`src/rtl/mux_nx1_pkg.sv`:
```
// Shared defaults and select-width helper for the mux_nx1_buf slice.
// Imported by mux_nx1_buf and sync_fifo.
package mux_nx1_pkg;

    localparam int unsigned DEF_DATA_WIDTH = 11;
    localparam int unsigned DEF_NUM_IN     = 3;
    localparam int unsigned DEF_DEPTH      = 2;

    // Width of the channel index: ceil(log2(num_in)), never less than one bit.
    function automatic int unsigned sel_idx_t(input int unsigned num_in);
        int unsigned w;
        w = 1;
        if (num_in > 2) begin
            w = $unsigned($clog2(num_in));
        end
        return w;
    endfunction

endpackage

```
`src/rtl/mux_nx1_buf_sync_fifo.sv`:
```
// sync_fifo: power-of-two deep synchronous FIFO with occupancy count.
// Storage is not reset; only pointers and level are.
module sync_fifo
    import mux_nx1_pkg::*;
#(
    parameter int unsigned DATA_WIDTH = DEF_DATA_WIDTH,
    parameter int unsigned DEPTH      = DEF_DEPTH
) (
    input  logic                    clock,
    input  logic                    reset,
    input  logic                    wr_en,
    input  logic [DATA_WIDTH-1:0]   wr_data,
    input  logic                    rd_en,
    output logic [DATA_WIDTH-1:0]   rd_data,
    output logic                    full,
    output logic                    empty,
    output logic [$clog2(DEPTH):0]  level
);

    localparam int unsigned AW      = $clog2(DEPTH);
    localparam int unsigned LEVEL_W = AW + 1;

    if (DEPTH < 2 || DEPTH > 16 || (DEPTH & (DEPTH - 1)) != 0) begin : g_bad_depth
        $error("sync_fifo: DEPTH must be a power of two in 2..16");
    end

    logic [DATA_WIDTH-1:0] mem [DEPTH];
    logic [AW-1:0]         wr_ptr;
    logic [AW-1:0]         rd_ptr;
    logic                  wr_ok;
    logic                  rd_ok;

    assign full  = (level == LEVEL_W'(DEPTH));
    assign empty = (level == '0);

    // A full FIFO still takes a write when the head leaves in the same cycle.
    assign rd_ok = rd_en && !empty;
    assign wr_ok = wr_en && (!full || rd_ok);

    assign rd_data = empty ? '0 : mem[rd_ptr];

    always_ff @(posedge clock) begin
        if (wr_ok) begin
            mem[wr_ptr] <= wr_data;
        end
    end

    always_ff @(posedge clock) begin
        if (reset) begin
            wr_ptr <= '0;
            rd_ptr <= '0;
            level  <= '0;
        end else begin
            if (wr_ok) begin
                wr_ptr <= wr_ptr + AW'(1);
            end
            if (rd_ok) begin
                rd_ptr <= rd_ptr + AW'(1);
            end
            unique case ({wr_ok, rd_ok})
                2'b10:   level <= level + LEVEL_W'(1);
                2'b01:   level <= level - LEVEL_W'(1);
                default: level <= level;
            endcase
        end
    end

endmodule

```
`src/rtl/mux_nx1_buf.sv`:
```
// N-to-1 channel selector feeding a small output FIFO with ready/valid handshakes.
// Optional sticky illegal-select flag when MUX_NX1_BUF_SEL_ERR_EN is defined.
module mux_nx1_buf
    import mux_nx1_pkg::*;
#(
    parameter int unsigned DATA_WIDTH = DEF_DATA_WIDTH,
    parameter int unsigned NUM_IN     = DEF_NUM_IN,
    parameter int unsigned DEPTH      = DEF_DEPTH
) (
    input  logic                          clock,
    input  logic                          reset,
    input  logic [NUM_IN*DATA_WIDTH-1:0]  in_data,
    input  logic [sel_idx_t(NUM_IN)-1:0]  select,
    input  logic                          in_valid,
    output logic                          in_ready,
    output logic [DATA_WIDTH-1:0]         mux_out,
    output logic                          out_valid,
    input  logic                          out_ready,
    output logic [$clog2(DEPTH):0]        level
`ifdef MUX_NX1_BUF_SEL_ERR_EN
    ,
    output logic                          sel_err
`endif
);

    if (NUM_IN < 2 || NUM_IN > 16) begin : g_bad_num_in
        $error("mux_nx1_buf: NUM_IN must be in 2..16");
    end

    logic [DATA_WIDTH-1:0] sel_word;
    logic                  accept;
    logic                  pop;
    logic                  fifo_full;
    logic                  fifo_empty;

    // Out-of-range select matches no channel and falls through to zero.
    always_comb begin
        sel_word = '0;
        for (int unsigned k = 0; k < NUM_IN; k++) begin
            if (32'(select) == k) begin
                sel_word = in_data[k*DATA_WIDTH +: DATA_WIDTH];
            end
        end
    end

    assign out_valid = !fifo_empty;
    assign in_ready  = !fifo_full || out_ready;
    assign accept    = in_valid && in_ready;
    assign pop       = out_valid && out_ready;

    sync_fifo #(
        .DATA_WIDTH (DATA_WIDTH),
        .DEPTH      (DEPTH)
    ) u_fifo (
        .clock   (clock),
        .reset   (reset),
        .wr_en   (accept),
        .wr_data (sel_word),
        .rd_en   (pop),
        .rd_data (mux_out),
        .full    (fifo_full),
        .empty   (fifo_empty),
        .level   (level)
    );

`ifdef MUX_NX1_BUF_SEL_ERR_EN
    logic select_illegal;

    assign select_illegal = (32'(select) >= NUM_IN);

    always_ff @(posedge clock) begin
        if (reset) begin
            sel_err <= 1'b0;
        end else if (accept && select_illegal) begin
            sel_err <= 1'b1;
        end
    end
`endif

endmodule

```
`config.mk`:
```
export PLATFORM = sky130hd
export DESIGN_NAME = mux_nx1_buf
export DESIGN_NICKNAME = d
export VERILOG_FILES = /design/src/rtl/mux_nx1_pkg.sv /design/src/rtl/mux_nx1_buf_sync_fifo.sv /design/src/rtl/mux_nx1_buf.sv
export SDC_FILE = /design/constraint.sdc
export NUM_CORES = 1
export LEC_CHECK = 0
export ABC_AREA = 1
export CAP_MARGIN = 20
export CORE_AREA = 5 5 49 82
export DETAILED_ROUTE_END_ITERATION = 6
export DIE_AREA = 0 0 54 87
export PLACE_DENSITY = 0.88
export SLEW_MARGIN = 20
export SYNTH_ARGS = -nofsm -noshare
export SYNTH_HDL_FRONTEND = slang
export SYNTH_SLANG_ARGS = --single-unit
```
`constraint.sdc`:
```
create_clock -name clock -period 2 [get_ports clock]
set_input_delay 0.4 -clock clock [delete_from_list [all_inputs] [get_ports clock]]
set_output_delay 0.4 -clock clock [all_outputs]
set_load 0.1 [all_outputs]
```
; After elaboration in Yosys (flattened, before gate mapping)
; Memory sizes are Yosys's and may differ from the RTL's. A register that Yosys moved wholly into a read port is not among the register bits.
; Cells that the tools add are included.
[totals]
output_inout_bits = 15
inputBits = 39
n_memories = 1
wordCells = 33
ff_bits = 4
ram_bits = 22
[mem_list]
columns = name, words, width, read_ports, rd_ports_with_merged_regs, write_ports, line
row1 = u_fifo.mem, 2, 11, 1, 1, 1, mux_nx1_buf_sync_fifo.sv:27  ; logic [DATA_WIDTH-1:0] mem [DEPTH];
[op_classes]
n_addsub = 4
n_mux = 9
eq_ne = 5
n_reduce_logical = 11
[op_table]
columns = operator, count
row1 = 11-bit 2-to-1 mux, 4
row2 = "2-bit equality test, second input constant", 3
row3 = "2-bit by 1-bit equality test with 1-bit output, second input constant", 2
row4 = 1-bit logical AND, 4
row5 = 2-bit zero test, 2
row6 = 1-bit 2-to-1 mux, 4
row7 = 2-bit one-hot mux with 2 select lines, 1
row8 = "1-bit adder, second input constant", 2
row9 = "2-bit by 1-bit adder with 2-bit output, second input constant", 1
row10 = 1-bit zero test, 2
row11 = 1-bit logical OR, 2
row12 = 2-bit nonzero test, 1
row13 = "2-bit by 1-bit subtractor with 2-bit output, second input constant", 1

; Longest topological paths before layout
[depth]
word_depth = 8
depth_mapped = 9
depth_no_buf = 9

; Cells and area by module
; Synthesis repeated with hierarchy kept, for this count alone.
[unflattened]
cells_unflattened = 153
hier_area_um2 = 1383.8
[by_module_without_submodules]
columns = module, area_per_inst_um2, cells_per_inst, n_inst
row1 = sync_fifo, 1092.3, 96, 1
row2 = mux_nx1_buf, 291.5, 57, 1

; Least setup slack after synthesis
; No wires, ideal clock.
[synth_timing]
path_kind = reg-to-output
start = reg u_fifo.level[0]
end = out mux_out[1]
path_slack_ns = -1.227
stages_incl_launch_ff = 4
arrival_ns = 2.827
path_cell_list = dfxtp_1 nor2_4 buf_6 a21oi_1
[synth_via]
elab_chain_cells = 2
[synth_rtl]
columns = item, line
row1 = from (decl), mux_nx1_buf_sync_fifo.sv:17  ; output logic [$clog2(DEPTH):0] level
row2 = from (signal assigned), mux_nx1_buf_sync_fifo.sv:61  ; 2'b10: level <= level + LEVEL_W'(1);
row3 = from (signal assigned), mux_nx1_buf_sync_fifo.sv:62  ; 2'b01: level <= level - LEVEL_W'(1);
row4 = from (signal assigned), mux_nx1_buf_sync_fifo.sv:63  ; default: level <= level;
row5 = 2-bit zero test, mux_nx1_buf_sync_fifo.sv:34  ; assign empty = (level == '0);
row6 = 11-bit 2-to-1 mux, mux_nx1_buf_sync_fifo.sv:40  ; assign rd_data = empty ? '0 : mem[rd_ptr];
row7 = to (decl), mux_nx1_buf.sv:16  ; output logic [DATA_WIDTH-1:0] mux_out,
; Every way passes these cells.

==> results.md <==
* Outcome: complete, no violations
* Hold Vio Cnt, Final at 0
* Routing usage on met1 at 0.118
* Pin count of the biggest net entering global routing at 15
* Clock-pin slew on the worst setup and hold paths at 0.08 ns
* Setup_tns at 0 ns
* Global-route wire length before repair at 4.33 mm
* Most Crowded Layer GR: met2
* Mean area per synthesized cell at 8.78 µm²
* Top cell type's share of synthesized area at 0.505
* Drt total wl at 2.78 mm
* Critical Path End Type: output port
* Root buffer cell: clkbuf_8
* Global-route met2 utilization at 0.234
* Total gr overflow at 0
* Vias/cell at 4.62
* Post-synthesis sequential area ratio at 0.581
* Slowest CP cell: dfxtp_1
* F_max at 556 MHz
* Worst IR drop on VDD at 581 µV
* Final setup viols at 0
* Post-Synth Simple-Gate Area at 0.296
* Initial antenna violation count at 0
* Final critical-path required period at 1.80 ns
* H-tree depth at 1
* Synth area leader: edfxtp_1
* Highest-count cells in the layout ignoring fill and taps: nand2_1, clkdlybuf4s50_1, edfxtp_1, buf_12
* RSZ-0062 raised after global routing: no
* Met3 global-route usage at 0.0326
* Setup CP Type: flop to output port
* Fin area at 0.00209 mm²
* GPL Wtd Cong at 0.786
* Fin nets at 242
* Clk sink count at 27
* DRC Markers at 0
* Worst-path fanout max at 12
* Crit path cell chain: inv_2 -> nand2_1 -> a21oi_2 -> buf_12
* Core area at 0.00333 mm²
* Worst path max stage delay at 0.43 ns
* Commonest non-fill, non-tap cell in the layout: nand2_1
* GRT Total Usage at 0.126
* Adder-cell share of the synthesized area at 0.00956
* Main combinational cell family by area after synthesis: simple AND/OR/NAND/NOR gates
* Max Root-Sink Buffers at 2
* First-pass detailed-route iteration total at 4
* Mapped Cells at 149
* CP required at 1.60 ns
* Final period utilization at 0.899
* Dpl hpwl at 2.41 mm
* Critical path startpoint category: flop
* Netlist cell types at 17
* Initial cell density of the core at 0.393
* Clock latency on the worst-skew pair at 0.26 ns
* ANT cells at 0
* DRC marker count from the first detailed-route iteration at 40
* Normalized max-slew margin at 0.536
* Arrival time at the worst endpoint at 1.40 ns
* Max_cap viols at 0
* TritonCTS Buffers at 3
* Port buffer count at 53
* Hold Crit Class: flop to flop
* Via Count at 1137
* Multiplexer area fraction after synthesis at 0
* Post-Route Skew at 0.00324 ns
* Worst Max-Slew Pin Slew at 0.693 ns
* XOR/XNOR share of the synthesized area at 0
* Static leakage at 0.821 nW
* Area grow syn2layout at 59.5%
* Die area at 0.00470 mm²
* Layout fillers at 275
* Area of the mapped netlist at 0.00131 mm²
* Vias in the first global route at 1078
* Max Slew Vio Count at 0
* Die Y at 87 µm
* Top post-synthesis cells by area: edfxtp_1, nand2_1, dfxtp_1
* I/O pin count at 54
* Placed cell areas at 0.00204 mm²
* CTS tree: done
* Routed Antenna Nets at 0
* Syn Nets at 189
* #FFs+latches synth at 27
* Die width at 54 µm
* Avg WL per Cell at 11.3 µm
* Total power at 2.14 mW
* Finished Core Util at 0.627
* Yosys warning count at 0
* Row count at 28
* Post-synthesis compound-gate area fraction at 0.0564
* Share of layout cells above drive strength 1 at 0.199
* Pwr dens at 1020 mW/mm²
critical path: cells and delay by family, from the launching register on:
kind,cells,cell delay (ns)
AO/OA/AOI/OAI,1,0.20
buffers and inverters,2,0.41
flip-flops,1,0.43
AND/OR/NAND/NOR,1,0.09
report_power, final:
| group | internal, mW | switching, mW |
|---|---|---|
| Clock | 0.142 | 0.145 |
| Sequential | 0.675 | 0.0445 |
| Combinational | 0.381 | 0.748 |
| Total | 1.20 | 0.938 |
through the flow:
| step | std cells | hold WS, ns | setup WS, ns |
|---|---|---|---|
| finish | 246 | 0.511 | 0.202 |
| global route | 246 | 0.555 | 0.0573 |
| CTS | 246 | 0.510 | 0.0721 |
| detailed placement | 242 | 0.487 | 0.0851 |
| global placement | 242 | 0.478 | 0.172 |
| floorplan | 149 | 0.467 | -0.244 |
metal layers:
metal	share of wire	vias to the layer above	wire [µm]
met5	0	-	0
met2	0.56	45	1550
li1	-	588	-
met3	0.066	6	183
met4	0.026	0	73
met1	0.35	498	966
state kept, by name, summed over array words and instances (netlist names), named ones only:
register       count
u_fifo.mem        22
u_fifo.level       2
u_fifo.wr_ptr      1
u_fifo.rd_ptr      1
repair_timing:
| item | 4_1_cts | 5_1_grt |
|---|---|---|
| setup endpoints to repair | 0 | 11 |
| resized for setup | 0 | 1 |
| buffers inserted | 0 | 0 |
| hold buffers | 0 | 0 |
path summary, 6_finish.rpt:
check | cells past startpoint | startpoint | slack (ns) | to
worst min register to register | 2 | u_fifo.rd_ptr$_SDFFE_PP0P_ | 0.51 | flop
worst min-delay path | 2 | u_fifo.rd_ptr$_SDFFE_PP0P_ | 0.51 | flop
worst max-delay path | 4 | flop | 0.20 | mux_out[2]
worst max register to register | 8 | u_fifo.level[0]$_SDFFE_PP0P_ | 0.36 | u_fifo.level[1]$_SDFFE_PP0P_
kinds of logic after synthesis:
kind of cell,count (synthesis)
AO/OA/AOI/OAI,14
adder cells (fa/ha/maj),1
buffers and inverters,16
AND/OR/NAND/NOR,91
flip-flops,27
area by class of cell:
class | instances | area, µm² | area share
Sequential cell | 27 | 763 | 0.366
Timing Repair Buffer | 54 | 663 | 0.318
Multi-Input combinational cell | 106 | 522 | 0.250
Tap cell | 45 | 56.3 | 0.0270
Clock buffer | 4 | 45.0 | 0.0216
Inverter | 10 | 37.5 | 0.0180
cells in the mapped netlist:
cell type and instances:
inv_2 1, nand3_1 11, a21oi_1 12, o21ai_0 1, nand3_2 2, edfxtp_1 22, buf_6 1, inv_1 9
nor2_4 2, nand2_1 62, nand4_1 1, ha_1 1, a21oi_2 1, buf_2 5, nor2_1 12, dfxtp_1 5
nand2_2 1
No activity file was read; power rests on OpenSTA's default activity.
